File: config.mk
export PLATFORM = sky130hd
export DESIGN_NAME = hex_disp_scheduler
export DESIGN_NICKNAME = d
export VERILOG_FILES = /design/src/rtl/hex_disp_scheduler.sv
export SDC_FILE = /design/constraint.sdc
export NUM_CORES = 1
export LEC_CHECK = 0
export CORE_ASPECT_RATIO = 0.75
export CORE_UTILIZATION = 46
export CTS_CLUSTER_SIZE = 40
export DETAILED_ROUTE_END_ITERATION = 8
export MAX_ROUTING_LAYER = met4
export PLACE_DENSITY = 0.88
export SYNTH_ARGS = -nofsm -noshare
export SYNTH_HDL_FRONTEND = slang
export SYNTH_SLANG_ARGS = --single-unit
export TNS_END_PERCENT = 1
File: constraint.sdc
create_clock -name clk -period 3.3 [get_ports clk]
set_clock_uncertainty 0.05 [all_clocks]
set_input_delay 0.825 -clock clk [delete_from_list [all_inputs] [get_ports clk]]
set_output_delay 0.825 -clock clk [all_outputs]
set_load 0.02 [all_outputs]
File: src/rtl/hex_disp_scheduler.sv
// hex_disp_scheduler: picks one of NUM_SRC 32-bit debug sources for the
// 8-digit hex display. A debounced push-button or a periodic auto-rotation
// advances the selection; freeze holds the shown value and selection.
// Optional feature macro: HEXSCHED_ZERO_BLANK_EN (leading-zero blank mask).
module hex_disp_scheduler #(
   parameter int NUM_SRC      = 4,
   parameter int SEL_W        = 2,
   parameter int DEBOUNCE_CYC = 500000,
   parameter int ROTATE_CYC   = 50000000
) (
   input  logic                   clk,
   input  logic                   rst,
   input  logic [32*NUM_SRC-1:0]  src_data,
   input  logic                   btn_next,
   input  logic                   auto_en,
   input  logic                   freeze,
   output logic [31:0]            disp_value,
   output logic [SEL_W-1:0]       disp_sel,
   output logic                   disp_valid,
   output logic [7:0]             blank_mask
);

   localparam int DB_W  = $clog2(DEBOUNCE_CYC + 1);
   localparam int ROT_W = $clog2(ROTATE_CYC + 1);

   typedef enum logic [1:0] {ST_SWITCH, ST_LIVE, ST_HOLD} state_t;

   state_t             state_q, state_d;
   logic               sync1_q, sync2_q;
   logic               db_level_q, db_level_d, db_prev_q;
   logic [DB_W-1:0]    db_cnt_q, db_cnt_d;
   logic [ROT_W-1:0]   rot_cnt_q, rot_cnt_d;
   logic [31:0]        value_q, value_d;
   logic [SEL_W-1:0]   sel_q, sel_d;
   logic               valid_q, valid_d;
   logic               adv_btn, adv_rot, advance, load;
   logic [31:0]        src_sel;

   // Two-flop synchronizer for the asynchronous push-button.
   always_ff @(posedge clk) begin
      // NOTE: reset is synchronous here, so it lives inside the clocked branch
      // and is only seen on an edge; all state uses non-blocking assignments.
      if (rst) begin
         sync1_q <= 1'b0;
         sync2_q <= 1'b0;
      end else begin
         sync1_q <= btn_next;
         sync2_q <= sync1_q;
      end
   end

   // Debounce: accept a new level after DEBOUNCE_CYC consecutive differing cycles.
   always_comb begin
      // NOTE: every always_comb output gets a default first so no latch is inferred.
      db_level_d = db_level_q;
      db_cnt_d   = '0;
      if (sync2_q != db_level_q) begin
         if (db_cnt_q == DB_W'(DEBOUNCE_CYC - 1))
            db_level_d = sync2_q;
         else
            db_cnt_d = db_cnt_q + 1'b1;
      end
   end

   // Debounce state registers and previous level for edge detection.
   always_ff @(posedge clk) begin
      if (rst) begin
         db_level_q <= 1'b0;
         db_prev_q  <= 1'b0;
         db_cnt_q   <= '0;
      end else begin
         db_level_q <= db_level_d;
         db_prev_q  <= db_level_q;
         db_cnt_q   <= db_cnt_d;
      end
   end

   assign adv_btn = db_level_q & ~db_prev_q;
   assign adv_rot = (state_q == ST_LIVE) && auto_en &&
                    (rot_cnt_q == ROT_W'(ROTATE_CYC - 1));
   assign advance = adv_btn | adv_rot;
   assign src_sel = src_data[32*sel_q +: 32];

   // Rotate counter runs only while LIVE, auto-rotating and not advancing.
   always_comb begin
      rot_cnt_d = '0;
      if (state_q == ST_LIVE && auto_en && !freeze && !advance)
         rot_cnt_d = rot_cnt_q + 1'b1;
   end

   // Next-state and datapath decisions for the display FSM.
   always_comb begin
      state_d = state_q;
      sel_d   = sel_q;
      valid_d = valid_q;
      load    = 1'b0;
      case (state_q)
         ST_SWITCH: begin
            load    = 1'b1;
            valid_d = 1'b1;
            state_d = ST_LIVE;
         end
         ST_LIVE: begin
            valid_d = 1'b1;
            if (freeze) begin
               state_d = ST_HOLD;
            end else begin
               load = 1'b1;
               if (advance) begin
                  sel_d   = (sel_q == SEL_W'(NUM_SRC - 1)) ? '0 : sel_q + 1'b1;
                  valid_d = 1'b0;
                  state_d = ST_SWITCH;
               end
            end
         end
         ST_HOLD: begin
            valid_d = 1'b1;
            if (!freeze) state_d = ST_LIVE;
         end
         default: state_d = ST_SWITCH;
      endcase
      value_d = load ? src_sel : value_q;
   end

   // FSM and display registers.
   always_ff @(posedge clk) begin
      if (rst) begin
         state_q   <= ST_SWITCH;
         value_q   <= '0;
         sel_q     <= '0;
         valid_q   <= 1'b0;
         rot_cnt_q <= '0;
      end else begin
         state_q   <= state_d;
         value_q   <= value_d;
         sel_q     <= sel_d;
         valid_q   <= valid_d;
         rot_cnt_q <= rot_cnt_d;
      end
   end

`ifdef HEXSCHED_ZERO_BLANK_EN
   logic [7:0] blank_q, blank_d;

   // Leading-zero blanking, recomputed whenever a new value is loaded.
   always_comb begin
      blank_d = blank_q;
      if (load) begin
         blank_d = '0;
         for (int i = 1; i < 8; i++)
            blank_d[i] = ((value_d >> (4 * i)) == 32'd0);
      end
   end

   // Blank mask register, kept in step with disp_value.
   always_ff @(posedge clk) begin
      if (rst) blank_q <= '0;
      else     blank_q <= blank_d;
   end

   assign blank_mask = blank_q;
`else
   assign blank_mask = 8'h00;
`endif

   assign disp_value = value_q;
   assign disp_sel   = sel_q;
   assign disp_valid = valid_q;

endmodule
==> flow_summary.ini <==
[drt]
detail_route.vias_per_cell = 5.71
drt_wl_total_um = 13600
dr_drc_count = 0
wl_per_cell_um = 17.9
final_antenna_net_count = 0
initialDrtViolationCount = 315
drtPass1Iterations = 4
route.vias.total = 4357

[setup_path]
critPathArrivalTime_ps = 2510
timing.critical_path.required_ps = 3420
worst_path_max_delay_cell = o21bai_1
critical_path_buf_inv_count = 0
critical_path.max_fanout = 17
worstPathCellList = nor4_1, nand4b_1, o21bai_1, nor2_1
cp_slowest_stage_delay_ps = 1050
path_delay_family = compound AO/OA/AOI/OAI gates
end_kind = flop
criticalPathCategory = flop to flop
critical_path.startpoint_type = flop

[synth]
post_synthesis_instance_area_mm2 = 0.00445
postSynthRegisterBits = 86
post-synth-top-area-fraction_pct = 38.7
yosys_warnings = 0
synth_sequential_area_ratio_pct = 38.7
muxShareOfSynthArea_pct = 16.2
synth-async-reset-ratio_pct = 0
synthesized_area_fraction_occupied_by_and_or_nand_nor_cells_pct = 23.2
post_synth_main_area_contributors = dfxtp_1 39%, mux4_2 16%, nand2_1 6.7%
synth-edff-count = 0
post_synth_xor_area_fraction_pct = 4.92
synth-adder-area-share_pct = 0.843
synth.most_common_cell = dfxtp_1
synth_compound_area_share_pct = 11.3
ys.flop_type = dfxtp_1
synth_top_cell_by_area = dfxtp_1
synth_area_per_cell_um2 = 9.36
synthDistinctLibCells = 51
post_synth_inst_count = 476
largest_family_of_logic_cells_by_synthesized_area = simple AND/OR/NAND/NOR gates
post_synth_most_frequent_cells = 86 x dfxtp_1, 80 x nand2_1, 40 x a21oi_1, 32 x mux4_2, 21 x nor2_1

[placed_design]
gpl.final_weighted_congestion = 0.854
count_of_buffers_from_port_buffering = 167
placement.cell_area_mm2 = 0.00619
dpl_worst_slack_ps = 586
detailedPlacementHpwl_um = 9840

[global_route]
largest_net_degree_at_the_start_of_global_routing = 36
first_global_vias = 4222
gr-usage-all-layers_pct = 28.1
grt_pass1_wl_um = 20900
antenna_found_initial = 0
globalRouteOverflowTotal = 0

[layout]
final_design_area_no_fill_mm2 = 0.00649
drive_gt1_share_pct = 10.4
antennaDiodeCount = 0
area_delta_synth_final_pct = 45.8
design.final.nets = 767

[sta]
hold_ws_ps = 400
setup-tns-final_ps = 0
min_period_ps = 2400
post-route-worst-setup-slack_ps = 902
timing.final.hold_violations = 0
finalSetupViolations = 0
unrepaired_setup_endpoints_after_global_routing = no
maxSlewHeadroom_pct = 12.2
transition_time_of_the_tightest_slew_check_pin_ps = 1310
finalMaxSlewViolations = 0
period_share_pct = 72.7
max_freq_mhz = 417

[power_and_ir_drop]
power.ir.vdd_worst_mv = 0.251
leakage_power_summed_over_all_cells_nw = 2.17
total_power_divided_by_cell_area_mw_per_mm2 = 393

[floorplanning]
core_mm2 = 0.00923
start_util_pct = 48.2
design.portCount = 176
die_area_mm2 = 0.0101
width_of_the_chip_um = 116
num_rows = 30
die_height_um = 87.2

[clock_tree]
clk_latency_ps = 340
tritoncts = done
ctsHoldBuffers = 0
cts.sinks = 86
cts_resized = 0
cts.repair_timing.setup_buffer_count = 0
clk_pin_slew_worst_paths_ps = 60
buffer_cell_driving_the_clock_tree_root = clkbuf_16
cts_htree_levels = 3
cts_max_path_buffers = 2
cts_buffers = 9

[outcome]
result_of_the_run = completed

[min_path]
hold_path.class = flop to flop

[flow_run]
maxCapViolations = 0
[layer usage]
layer | track usage (%) | vias up | wire length [um]
met4 | 9.32 | 0 | 350
li1 | - | 2041 | -
met3 | 7.10 | 22 | 881
met2 | 47.6 | 171 | 7080
met1 | 32.6 | 2123 | 5320
met5 | - | - | 0
[worst reg2reg max path, cell delays in order (launching register included)]
cell and delay [ps]:
dfxtp_1 380, nor4_1 400, nand4b_1 210, o21bai_1 1050, nor2_1 140
[path summary, 6_finish.rpt]
kind,from,to,slack [ps],depth (start not counted)
setup / recovery,db_cnt_q[9],db_cnt_q[6],900,4
hold / removal,rot_cnt_q[0],rot_cnt_q[0],400,1
setup reg to reg,db_cnt_q[9],db_cnt_q[6],900,4
hold reg to reg,rot_cnt_q[0],rot_cnt_q[0],400,1
[area by class of cell]
class,count,area (um2)
Multi-Input combinational cell,352,2550
Clock buffer,10,239
Tap cell,128,160
Clock inverter,5,60.1
Fill cell,692,2740
Timing Repair Buffer,176,1740
Inverter,6,22.5
Sequential cell,86,1720
[sequential cells by signal, indices dropped and copies added, names as in the netlist]
register and count:
disp_value 32, rot_cnt_q 26, db_cnt_q 19, disp_sel 2, state_q 2, db_level_q 1, db_prev_q 1, disp_valid 1
sync1_q 1, sync2_q 1
[logic make-up after synthesis]
group / after synthesis
AND/OR/NAND/NOR: 202
flip-flops: 86
XOR/XNOR: 25
buffers and inverters: 45
other: 1
AO/OA/AOI/OAI: 82
adder cells (fa/ha/maj): 3
multiplexers: 32
[cell usage in the layout, fill, tap and decap left out, types with 11 or more instances in the layout]
cell type	synthesis	layout
nand3_1	18	18
nand2_1	80	80
nor3_1	15	15
a211oi_1	13	13
dfxtp_1	86	85
mux4_2	32	32
xor2_1	11	11
clkdlybuf4s50_1	0	167
xnor2_1	14	14
nor2_1	21	21
a21oi_1	40	39
[where the power goes]
group | switching [mW] | leakage, nW | internal [mW]
clock | 0.410 | 0.145 | 0.604
sequential | 0.0259 | 0.702 | 1.08
combinational | 0.181 | 1.33 | 0.256
[per-stage QoR]
step / utilization, % / total power [mW] / instances
after floorplan: - / 1.30 / 483
after global placement: 67.1 / 1.55 / 748
after detailed placement: 67.1 / 1.56 / 748
after CTS: 70.3 / 2.56 / 763
after global routing: 70.3 / 2.64 / 763
final: 70.3 / 2.55 / 763
No activity file was read; power rests on OpenSTA's default activity.
